## src/rtl/ifu_pkg.sv

```systemverilog
// Shared definitions for the instruction fetch unit: data widths, the reset PC,
// the fetch FSM state encoding and the fetch-address legality check.
package ifu_pkg;

  localparam int unsigned INSTR_W          = 32;
  localparam logic [31:0] DEFAULT_RESET_PC = 32'h0000_0000;

  typedef enum logic [1:0] {
    S_RUN   = 2'd0,
    S_HALT  = 2'd1,
    S_FAULT = 2'd2
  } fetch_state_e;

  // A fetch address is usable only if it is word aligned and the whole word fits in memory.
  function automatic logic pc_legal(input logic [31:0] addr, input logic [31:0] last_pc);
    return (addr[1:0] == 2'b00) && (addr <= last_pc);
  endfunction

endpackage

```

## src/rtl/ifu_hold_buf.sv

```systemverilog
// One-entry skid buffer for a fetched {pc, instr} pair that decode did not take.
// Clear wins over capture so a redirect always empties the buffer.
module ifu_hold_buf
  import ifu_pkg::*;
(
  input  logic               clk_i,
  input  logic               reset_i,
  input  logic               capture_i,
  input  logic               clear_i,
  input  logic [31:0]        pc_i,
  input  logic [INSTR_W-1:0] instr_i,
  output logic               full_o,
  output logic [31:0]        pc_o,
  output logic [INSTR_W-1:0] instr_o
);

  logic               full_q, full_d;
  logic [31:0]        pc_q, pc_d;
  logic [INSTR_W-1:0] instr_q, instr_d;

  always_comb begin
    full_d  = full_q;
    pc_d    = pc_q;
    instr_d = instr_q;
    if (clear_i) begin
      full_d = 1'b0;
    end else if (capture_i) begin
      full_d  = 1'b1;
      pc_d    = pc_i;
      instr_d = instr_i;
    end
  end

  always_ff @(posedge clk_i) begin
    if (reset_i) begin
      full_q  <= 1'b0;
      pc_q    <= '0;
      instr_q <= '0;
    end else begin
      full_q  <= full_d;
      pc_q    <= pc_d;
      instr_q <= instr_d;
    end
  end

  assign full_o  = full_q;
  assign pc_o    = pc_q;
  assign instr_o = instr_q;

endmodule

```

## src/rtl/instr_fetch_unit.sv

```systemverilog
// Program-counter sequencer for a 1-cycle-latency instruction memory, delivering
// words to decode over valid/ready with redirect, halt and illegal-address handling.
module instr_fetch_unit
  import ifu_pkg::*;
#(
  parameter logic [31:0] RESET_PC   = DEFAULT_RESET_PC,
  parameter int unsigned IMEM_BYTES = 256
) (
  input  logic               clk_i,
  input  logic               reset_i,
  output logic [31:0]        imem_addr_o,
  input  logic [INSTR_W-1:0] imem_instr_i,
  output logic               if_valid_o,
  input  logic               if_ready_i,
  output logic [INSTR_W-1:0] if_instr_o,
  output logic [31:0]        if_pc_o,
  input  logic               redirect_valid_i,
  input  logic [31:0]        redirect_pc_i,
  input  logic               halt_i,
  output logic               fault_o
);

  localparam logic [31:0] LAST_PC = 32'(IMEM_BYTES - 4);

  fetch_state_e       state_q, state_d;
  logic [31:0]        fetch_pc_q, fetch_pc_d;
  logic [31:0]        resp_pc_q, resp_pc_d;
  logic               inflight_q, inflight_d;

  logic               hold_full;
  logic [31:0]        hold_pc;
  logic [INSTR_W-1:0] hold_instr;
  logic               hold_capture;
  logic               hold_clear;

  logic               run_en;
  logic               accept;
  logic               issue;
  logic               fetch_legal;
  logic               redirect_legal;

  assign fetch_legal    = pc_legal(fetch_pc_q, LAST_PC);
  assign redirect_legal = pc_legal(redirect_pc_i, LAST_PC);

  ifu_hold_buf u_hold_buf (
    .clk_i     (clk_i),
    .reset_i   (reset_i),
    .capture_i (hold_capture),
    .clear_i   (hold_clear),
    .pc_i      (resp_pc_q),
    .instr_i   (imem_instr_i),
    .full_o    (hold_full),
    .pc_o      (hold_pc),
    .instr_o   (hold_instr)
  );

  // A redirect kills whatever is being presented in the same cycle.
  always_comb begin
    if_valid_o   = (hold_full | inflight_q) & ~redirect_valid_i;
    if_pc_o      = hold_full ? hold_pc    : resp_pc_q;
    if_instr_o   = hold_full ? hold_instr : imem_instr_i;
    accept       = if_valid_o & if_ready_i;
    hold_capture = inflight_q & ~hold_full & ~accept & ~redirect_valid_i;
    hold_clear   = redirect_valid_i | (hold_full & accept);
  end

  // Issuing waits until the buffer is already empty, which leaves one bubble after a stall.
  always_comb begin
    issue      = run_en & ~halt_i & ~redirect_valid_i & ~hold_full & ~hold_capture & fetch_legal;
    fetch_pc_d = fetch_pc_q;
    resp_pc_d  = resp_pc_q;
    inflight_d = issue;
    if (redirect_valid_i) begin
      fetch_pc_d = redirect_pc_i;
    end else if (issue) begin
      fetch_pc_d = fetch_pc_q + 32'd4;
      resp_pc_d  = fetch_pc_q;
    end
  end

  always_ff @(posedge clk_i) begin
    if (reset_i) begin
      fetch_pc_q <= RESET_PC;
      resp_pc_q  <= RESET_PC;
      inflight_q <= 1'b0;
    end else begin
      fetch_pc_q <= fetch_pc_d;
      resp_pc_q  <= resp_pc_d;
      inflight_q <= inflight_d;
    end
  end

  always_ff @(posedge clk_i) begin
    if (reset_i) begin
      state_q <= S_RUN;
    end else begin
      state_q <= state_d;
    end
  end

  // A redirect in RUN re-targets the pc, so legality is judged on the new pc next cycle.
  always_comb begin
    state_d = state_q;
    case (state_q)
      S_RUN: begin
        if (!redirect_valid_i && !fetch_legal) begin
          state_d = S_FAULT;
        end else if (halt_i) begin
          state_d = S_HALT;
        end
      end
      S_HALT: begin
        if (!halt_i) begin
          state_d = S_RUN;
        end
      end
      S_FAULT: begin
        if (redirect_valid_i && redirect_legal) begin
          state_d = halt_i ? S_HALT : S_RUN;
        end
      end
      default: state_d = S_RUN;
    endcase
  end

  always_comb begin
    run_en  = (state_q == S_RUN);
    fault_o = (state_q == S_FAULT);
  end

  assign imem_addr_o = fetch_pc_q;

endmodule

```

## config.mk

```make
export PLATFORM = sky130hd
export DESIGN_NAME = instr_fetch_unit
export DESIGN_NICKNAME = d
export VERILOG_FILES = /design/src/rtl/ifu_pkg.sv /design/src/rtl/ifu_hold_buf.sv /design/src/rtl/instr_fetch_unit.sv
export SDC_FILE = /design/constraint.sdc
export NUM_CORES = 1
export LEC_CHECK = 0
export CORE_MARGIN = 2
export CORE_UTILIZATION = 49
export CTS_CLUSTER_SIZE = 25
export DETAILED_ROUTE_END_ITERATION = 8
export PLACE_DENSITY = 0.87
export SLEW_MARGIN = 20
export SYNTH_ARGS = -nofsm -noshare
export SYNTH_HDL_FRONTEND = slang
export SYNTH_HIERARCHICAL = 1
export SYNTH_SLANG_ARGS = --single-unit
export TNS_END_PERCENT = 5
```

## constraint.sdc

```tcl
create_clock -name clk_i -period 2.1 [get_ports clk_i]
set_input_delay 0.21 -clock clk_i [delete_from_list [all_inputs] [get_ports clk_i]]
set_output_delay 0.21 -clock clk_i [all_outputs]
set_load 0.02 [all_outputs]
```

==> flow_metrics.env <==
export IMPL_grt_pass1_vias=5288
export IMPL_vias=5201
export IMPL_overflow=0
export IMPL_nFillCells=973
export IMPL_place_ws_ps=192
export IMPL_areaGrowthSynthToFinish_pct=35.5
export IMPL_dp_cells=910
export IMPL_io_pins=167
export IMPL_cts_root_buf="clkbuf_16"
export IMPL_track_usage=0.231
export IMPL_worstSetupEndpointType="output pin"
export IMPL_worstSkewPairLatency_ps=410
export IMPL_slew_headroom=0.604
export IMPL_fin_crit_sh=0.974
export IMPL_ys_top_cells_by_count="dfxtp_1 (132), mux2_2 (65), nand2b_1 (65)"
export IMPL_dpl_cell_area_um2=8160
export IMPL_routedWlPerCell_um=17.3
export IMPL_tightest_slew_ps=595
export IMPL_start_util=0.507
export IMPL_vdd_drop_max_mv=0.475
export IMPL_fin_tns_setup_ps=0
export IMPL_antenna_left=0
export IMPL_synth_async_reset_ratio=0
export IMPL_timing_hold_violations_final=0
export IMPL_min_path_type="input pin to flop"
export IMPL_startpoint_type="flop"
export IMPL_wirelength_mm=16.3
export IMPL_avgSynthCellArea_um2=10.5
export IMPL_worstPathMaxFanout=24
export IMPL_drv_cap=0
export IMPL_h_tree_depth=4
export IMPL_nNetsFinal=829
export IMPL_critPathArrivalTime_ps=1840
export IMPL_cts_made_buffers=17
export IMPL_synthTopCellsByArea="dfxtp_1 (41%), mux2_2 (11%), nand4bb_1 (11%), o21ai_2 (7.5%), nand2b_1 (6.3%)"
export IMPL_synthCells=613
export IMPL_cts_sinks=132
export IMPL_tritoncts="built"
export IMPL_place_hpwl_mm=10.5
export IMPL_drtPass1Iterations=4
export IMPL_rows=41
export IMPL_fin_area_um2=8730
export IMPL_clkTransAtPathRegs_ps=60
export IMPL_die_area_um2=14100
export IMPL_yosysTopAreaCell="dfxtp_1"
export IMPL_core_area_um2=12700
export IMPL_syn_nets=683
export IMPL_p_leak_nw=3.51
export IMPL_yosysTopAreaCellShare=0.410
export IMPL_grt_pass1_wl_mm=26.5
export IMPL_clock_fmax_mhz=489
export IMPL_synthFlopType="dfxtp_1"
export IMPL_critPathRequiredTime_ps=1890
export IMPL_place_congestion=0.850
export IMPL_ys_seq_area_frac=0.410
export IMPL_status="finished, final reports clean"
export IMPL_synth_most_common_cell="dfxtp_1"
export IMPL_die_width_um=119
export IMPL_vias_per_cell=5.51
export IMPL_final_core_util=0.687
export IMPL_syn_area_um2=6450
export IMPL_antenna_found_initial=1
export IMPL_yosysWarnings=6
export IMPL_grt_max_degree=86
export IMPL_portBuffers=166
export IMPL_period_minus_slack_ps=2050
export IMPL_die_h_um=119
export IMPL_drive_gt1_frac=0.237
export IMPL_cts_buffer_depth=2
export IMPL_synth_seq_cells=132
export IMPL_finalSetupViolations=0
export IMPL_crit_type="flop to output pin"
export IMPL_ys_types=38
export IMPL_drt_iter0_drc=228
export IMPL_timing_final_ws_setup_ps=54.4
export IMPL_skew_ps=7.22
export IMPL_pwr_density_cell_nw_per_um2=700
export IMPL_slew_violations=0
export IMPL_synth_edf_count=0
export IMPL_rsz0062_at_grt="no"
export IMPL_stdcell_count=944
export IMPL_drc_errors=0
## final timing paths
path / from / to / slack (ps) / depth (start not counted)
max: u_hold_buf/full_o$_SDFFE_PP0P_ / if_pc_o[20] / 50 / 4
min: redirect_valid_i / inflight_q$_SDFF_PP0_ / 220 / 4
max reg2reg: imem_addr_o[10]$_SDFFE_PP0P_ / resp_pc_q[19]$_SDFFE_PP0P_ / 160 / 6
min reg2reg: u_hold_buf/instr_o[31]$_SDFFE_PP0P_ / u_hold_buf/instr_o[31]$_SDFFE_PP0P_ / 460 / 2
## per-layer routing
| layer | share of wire | vias to the layer above | routed length (um) | global-route usage |
|---|---|---|---|---|
| met2 | 0.50 | 175 | 8150 | 0.390 |
| met5 | 0 | - | 0 | 0 |
| met4 | 0.013 | 0 | 213 | 0.0722 |
| met3 | 0.059 | 17 | 963 | 0.0748 |
| li1 | - | 2504 | - | - |
| met1 | 0.43 | 2505 | 6990 | 0.278 |
## worst max-delay path, stage by stage (launching register included)
cell           delay, ps
dfxtp_4              410
buf_4                140
buf_12               180
mux2_2               360
dlygate4sd2_1        330
## cell usage in the layout, fill, tap and decap left out, types with 4 or more instances in the layout
cell / count
dfxtp_1: 131
nand2b_1: 65
clkinv_2: 4
nor4_1: 10
nand2_1: 7
o21ai_2: 55
clkbuf_16: 17
nor2_1: 46
buf_4: 12
mux2_2: 65
or3b_2: 6
nand3_1: 4
mux2i_1: 31
and2_1: 26
dlygate4sd2_1: 48
dlymetal6s2s_1: 12
nand4bb_1: 64
clkdlybuf4s50_1: 101
buf_12: 4
nor3_1: 6
o21ai_1: 9
## state kept, by name, summed over array words and instances, names as in the netlist
register,count
imem_addr_o,32
state_q,2
inflight_q,1
u_hold_buf/instr_o,32
resp_pc_q,32
u_hold_buf/pc_o,32
u_hold_buf/full_o,1
## cell type report
cell class / count / area, um2 / area share
repair buffers: 184 / 1820 / 0.208
clock buffers: 22 / 474 / 0.0543
well taps: 172 / 215 / 0.0246
diodes: 1 / 2.50 / 0.000286
multi-input cells: 423 / 3470 / 0.397
flip-flops and latches: 132 / 2650 / 0.303
inverters: 1 / 3.75 / 0.000430
clock inverters: 9 / 104 / 0.0119
## timing repair
action	in CTS	in global routing
hold buffers	0	0
hold endpoints to repair	0	0
gates resized for setup	55	15
setup endpoints to repair	58	6
setup buffers	0	2
## per-stage QoR
| step | hold WS (ps) | power (mW) |
|---|---|---|
| 3_5_place_dp | 455 | 3.29 |
| 4_1_cts | 199 | 6.16 |
| 2_1_floorplan | 357 | 2.97 |
| 6_report | 215 | 6.11 |
| 3_3_place_gp | 448 | 3.28 |
| 5_1_grt | 274 | 6.31 |
## where the power goes
part / internal [mW] / switching (mW)
logic: 0.354 / 0.291
clock network: 1.83 / 1.05
registers: 2.54 / 0.0429
total: 4.72 / 1.39
## cell families after synthesis
family	share of synthesized area
AND/OR/NAND/NOR	0.275
AO/OA/AOI/OAI	0.0980
multiplexers	0.162
flip-flops	0.410
buffers and inverters	0.0538
adder cells (fa/ha/maj)	0.00194
(Power assumes the default switching activity.)
